File: src/rtl/reaction_timer_ctrl.sv
// Reaction-time game sequencer: loads a random delay, waits for the counter, times the Stop response.
// Optional BEST_TIME_EN keeps the fastest non-timeout reaction since reset on best_time.
module reaction_timer_ctrl #(
    parameter int N         = 15,
    parameter int M         = 14,
    parameter int MIN_DELAY = 256
) (
    input  logic         Clk,
    input  logic         Reset,
    input  logic         Start,
    input  logic         Stop,
    input  logic         delay_done,
    output logic         cnt_en,
    output logic [N-1:0] delay_value,
    output logic         led,
    output logic [M-1:0] react_time,
    output logic         valid,
    output logic         too_early,
    output logic         timeout,
    output logic [M-1:0] best_time
);

    typedef enum logic [2:0] {
        S_IDLE, S_ARM, S_WAIT, S_REACT, S_RESULT, S_FAULT
    } state_t;

    localparam logic [N-1:0] FLOOR   = N'(MIN_DELAY);
    localparam logic [M-1:0] CNT_MAX = '1;

    state_t         r_state;
    state_t         w_next;
    logic [15:0]    r_lfsr;
    logic [15:0]    w_lfsr_next;
    logic [M-1:0]   r_cnt;
    logic [N-1:0]   r_delay;
    logic [M-1:0]   r_react;
    logic           r_valid;
    logic           r_too_early;
    logic           r_timeout;
    logic           w_stop_hit;
    logic           w_saturate;

    function automatic logic [N-1:0] floor_delay(input logic [N-1:0] raw);
        return (raw < FLOOR) ? FLOOR : raw;
    endfunction

    assign w_lfsr_next = r_lfsr[0] ? ({1'b0, r_lfsr[15:1]} ^ 16'hB400) : {1'b0, r_lfsr[15:1]};
    assign w_stop_hit  = (r_state == S_REACT) && Stop;
    assign w_saturate  = (r_state == S_REACT) && !Stop && (r_cnt == CNT_MAX);

    always_ff @(posedge Clk or posedge Reset) begin
        if (Reset) r_state <= S_IDLE;
        else       r_state <= w_next;
    end

    always_comb begin
        w_next = r_state;
        case (r_state)
            S_IDLE, S_RESULT, S_FAULT: if (Start) w_next = S_ARM;
            S_ARM:                     w_next = S_WAIT;
            // Stop beats delay_done when both land in the same cycle
            S_WAIT: begin
                if (Stop)            w_next = S_FAULT;
                else if (delay_done) w_next = S_REACT;
            end
            S_REACT: if (Stop || (r_cnt == CNT_MAX)) w_next = S_RESULT;
            default:                 w_next = S_IDLE;
        endcase
    end

    always_ff @(posedge Clk or posedge Reset) begin
        if (Reset) begin
            r_lfsr      <= 16'hACE1;
            r_cnt       <= '0;
            r_delay     <= '0;
            r_react     <= '0;
            r_valid     <= 1'b0;
            r_too_early <= 1'b0;
            r_timeout   <= 1'b0;
        end else begin
            r_lfsr <= w_lfsr_next;
            r_cnt  <= (r_state == S_REACT) ? r_cnt + M'(1) : '0;
            // New delay is in place for the whole ARM cycle so the counter loads it
            if (w_next == S_ARM) begin
                r_delay     <= floor_delay(r_lfsr[N-1:0]);
                r_valid     <= 1'b0;
                r_too_early <= 1'b0;
                r_timeout   <= 1'b0;
            end
            if ((r_state == S_WAIT) && Stop) r_too_early <= 1'b1;
            if (w_stop_hit) begin
                r_react <= r_cnt;
                r_valid <= 1'b1;
            end else if (w_saturate) begin
                r_react   <= CNT_MAX;
                r_valid   <= 1'b1;
                r_timeout <= 1'b1;
            end
        end
    end

`ifdef BEST_TIME_EN
    logic [M-1:0] r_best;
    logic         r_have_best;

    always_ff @(posedge Clk or posedge Reset) begin
        if (Reset) begin
            r_best      <= '1;
            r_have_best <= 1'b0;
        end else if (w_stop_hit) begin
            r_have_best <= 1'b1;
            if (r_cnt < r_best) r_best <= r_cnt;
        end
    end

    assign best_time = r_have_best ? r_best : '0;
`else
    assign best_time = '0;
`endif

    assign cnt_en      = (r_state == S_WAIT);
    assign led         = (r_state == S_REACT);
    assign delay_value = r_delay;
    assign react_time  = r_react;
    assign valid       = r_valid;
    assign too_early   = r_too_early;
    assign timeout     = r_timeout;

endmodule

File: config.mk
export PLATFORM = sky130hd
export DESIGN_NAME = reaction_timer_ctrl
export DESIGN_NICKNAME = d
export VERILOG_FILES = /design/src/rtl/reaction_timer_ctrl.sv
export SDC_FILE = /design/constraint.sdc
export NUM_CORES = 1
export LEC_CHECK = 0
export ABC_AREA = 1
export ABC_CLOCK_PERIOD_IN_PS = 2200
export CAP_MARGIN = 25
export CORE_ASPECT_RATIO = 0.5
export CORE_UTILIZATION = 47
export CTS_BUF_LIST = sky130_fd_sc_hd__clkbuf_4 sky130_fd_sc_hd__clkbuf_8 sky130_fd_sc_hd__clkbuf_16
export DETAILED_ROUTE_END_ITERATION = 12
export GPL_TIMING_DRIVEN = 0
export PLACE_DENSITY = 0.79
export SLEW_MARGIN = 5
export SYNTH_ARGS = -nofsm -noshare
export SYNTH_HDL_FRONTEND = slang
export SYNTH_SLANG_ARGS = --single-unit
export TNS_END_PERCENT = 100
File: constraint.sdc
create_clock -name Clk -period 2.2 [get_ports Clk]
set_clock_uncertainty 0.15 [all_clocks]
set_input_delay 0.66 -clock Clk [delete_from_list [all_inputs] [get_ports Clk]]
set_output_delay 0.66 -clock Clk [all_outputs]
set_load 0.005 [all_outputs]
==> impl_metrics.env <==
export IMPL_power_frac_seq=0.348
export IMPL_n_antenna_cell=0
export IMPL_worst_pin_slew_ns=0.589
export IMPL_core_region_area_mm2=0.00571
export IMPL_insertion_delay_ns=0.34
export IMPL_combPwrFrac=0.325
export IMPL_final_common_cell="dfrtp_1"
export IMPL_status="completed"
export IMPL_cts_tree="yes"
export IMPL_drive_above_1_share=0.190
export IMPL_pwr_share_clk=0.327
export IMPL_worstSetupEndpoint="led"
export IMPL_clk_pin_slew_worst_paths_ns=0.06
export IMPL_grt_max_degree=41
export IMPL_vias=2339
export IMPL_drv_slew=0
export IMPL_num_rows=19
export IMPL_dp_hpwl_mm=4.18
export IMPL_period_minus_slack_ns=2.16
export IMPL_p_int_w=0.00295
export IMPL_vias_per_cell=5.00
export IMPL_worstPathArrival_ns=1.35
export IMPL_start_util=0.509
export IMPL_slew_headroom=0.607
export IMPL_htree_levels=3
export IMPL_async_reset_ff_frac=1.00
export IMPL_p_per_area_mw_per_mm2=1140
export IMPL_yosys_mux_area_fraction=0
export IMPL_die_area_mm2=0.00652
export IMPL_hold_violations=0
export IMPL_crit_chain="inv_2 > nand2_4 > nor2_4 > buf_6 > dlygate4sd2_1"
export IMPL_grt_pass1_vias=2311
export IMPL_peakVddDrop_mv=0.631
export IMPL_wl_per_cell_um=14.3
export IMPL_path_max_fanout=3
export IMPL_synth_fa_ha_area_frac=0.00431
export IMPL_yosysWarnings=0
export IMPL_leakage_nw=1.87
export IMPL_port_buffer_count=38
export IMPL_synth_compound_area_frac=0.0961
export IMPL_final_util=0.672
export IMPL_crit_cells=5
export IMPL_track_usage=0.227
export IMPL_synth_top_flop_cell="dfrtp_1"
export IMPL_worst_path_max_delay_cell="dfrtp_1"
export IMPL_synth_xor_area_frac=0.0121
export IMPL_max_stage_delay_ns=0.37
export IMPL_start_kind="register"
export IMPL_drt_iter0_drc=99
export IMPL_endpoint_kind="output pin"
export IMPL_post_route_period_util=0.983
export IMPL_syn2layout_area_growth_pct=32.0
export IMPL_postRouteWirelength_mm=6.71
export IMPL_drtPass1Iterations=6
export IMPL_regToRegSetupSlack_ns=0.07
export IMPL_avgSynthCellArea_um2=9.08
export IMPL_drc=0
export IMPL_grt_overflow=0
export IMPL_synth_cell_types=31
export IMPL_reg2reg_depth=12
export IMPL_fmax_ghz=0.462
export IMPL_ant_nets=0
export IMPL_switching_share=0.322
export IMPL_nNetsFinal=396
export IMPL_synth_top_family_by_area="simple AND/OR/NAND/NOR gates"
export IMPL_gp_congestion=0.860
export IMPL_antenna_found_initial=0
export IMPL_ios=53
export IMPL_yosysSeqAreaShare=0.564
export IMPL_synth_edf_count=0
export IMPL_dp_cells=445
export IMPL_die_y_um=57.6
export IMPL_cts_buffers=9
export IMPL_cts_sinks=65
export IMPL_p_sw_w=0.00141
export IMPL_critical_path_buf_inv_count=3
export IMPL_root_buffer="clkbuf_16"
export IMPL_cp_startpoint="r_state[2]$_DFF_PP0_"
export IMPL_critPathKind="reg2out"
export IMPL_final_cell_mix="dfrtp_1, nand2_1, nor2_1, inv_1, clkdlybuf4s50_1"
export IMPL_cp_top_family="buffers and inverters"
export IMPL_grt_pass1_wl_mm=10.9
export IMPL_yosys_area_share_simple=0.198
export IMPL_syn_inst=320
export IMPL_synth_cell_area_mm2=0.00290
export IMPL_r2r_end="timeout$_DFF_PP0_"
export IMPL_ctsHoldBuffers=0
export IMPL_setup_viol=0
export IMPL_max_cap_viol_count=0
export IMPL_r2r_start="r_state[2]$_DFF_PP0_"
export IMPL_synth_seq_cells=65
export IMPL_min_path_type="reg2reg"
export IMPL_final_cells=468
export IMPL_required_ns=1.39
export IMPL_die_w_um=113
export IMPL_cts_buffer_depth=2
[registers in the layout, summed over array words and instances, names as in the netlist]
signal       cells
delay_value     15
r_cnt           14
r_lfsr          16
r_state          3
react_time      14
timeout          1
too_early        1
valid            1
[through the flow]
step / TNS, ns / hold WS [ns] / total power, W / setup WS (ns) / area, um^2
final: 0 / 0.219 / 0.00436 / 0.0364 / 3830
after global routing: -0.00213 / 0.223 / 0.00458 / -0.00213 / 3830
after CTS: 0 / 0.218 / 0.00433 / 0.0248 / 3810
after floorplan: 0 / 0.204 / 0.00224 / 0.452 / 2960
after global placement: -8.10 / 0.206 / 0.00273 / -0.303 / 3430
after detailed placement: -5.45 / 0.210 / 0.00279 / -0.378 / 3450
[repair_timing]
action	CTS	global route
setup buffers	6	1
gates resized for setup	8	4
endpoints found under the setup margin	13	12
pin swaps	3	0
[cell type report]
type / instances / area, um^2
fillers: 415 / 1870
flip-flops and latches: 65 / 1640
multi-input cells: 194 / 981
repair buffers: 46 / 453
clock buffers: 10 / 233
inverters: 54 / 206
plain buffers: 20 / 163
well taps: 73 / 91.3
clock inverters: 6 / 68.8
[routing by layer]
metal	wire length (um)	track usage
met5	0	0
met4	180	0.0940
met3	368	0.0893
met2	3400	0.390
met1	2760	0.260
[worst min path at each step]
stage / from / end / slack [ns] / depth (start not counted)
global placement: r_lfsr[6]$_DFF_PP1_ / r_lfsr[5]$_DFF_PP1_ / 0.21 / 0
global route: r_lfsr[7]$_DFF_PP1_ / r_lfsr[6]$_DFF_PP1_ / 0.22 / 0
finish: r_lfsr[6]$_DFF_PP1_ / r_lfsr[5]$_DFF_PP1_ / 0.22 / 0
detailed placement: r_lfsr[6]$_DFF_PP1_ / r_lfsr[5]$_DFF_PP1_ / 0.21 / 0
CTS: r_lfsr[6]$_DFF_PP1_ / r_lfsr[5]$_DFF_PP1_ / 0.22 / 0
floorplan: r_lfsr[2]$_DFF_PP0_ / r_lfsr[1]$_DFF_PP0_ / 0.20 / 0
[power groups by stage]
| stage | sequential, W | clock, W | combinational (W) |
|---|---|---|---|
| floorplan | 0.00153 | 0 | 0.000714 |
| global placement | 0.00151 | 0 | 0.00122 |
| detailed placement | 0.00153 | 0 | 0.00126 |
| CTS | 0.00151 | 0.00144 | 0.00138 |
| global route | 0.00154 | 0.00150 | 0.00154 |
| finish | 0.00152 | 0.00142 | 0.00142 |
[synth_stat cells (2+ instances only)]
cell      number  area [um^2]
a21oi_1       18         90.1
buf_4         16          120
buf_6          3         33.8
clkinv_1       2         7.51
dfrtp_1       57         1430
dfstp_2        8          210
inv_1         48          180
inv_2          4         15.0
nand2_1       50          188
nand2_2        4         25.0
nand3_1        7         35.0
nand3_2        2         20.0
nand4_1        2         12.5
nor2_1        47          176
nor2_2         3         18.8
nor3_1         8         40.0
o21ai_0        7         35.0
o21bai_1      18          135
xor2_1         4         35.0
[logic make-up (layout without fill, tap and decap cells)]
logic type,after synthesis,after routing
flops,65,65
other cells,1,14
buf+inv,74,136
compound gates,46,46
simple gates,129,129
xor+xnor,4,4
fa+ha+maj,1,1
No activity file was read; power rests on OpenSTA's default activity.
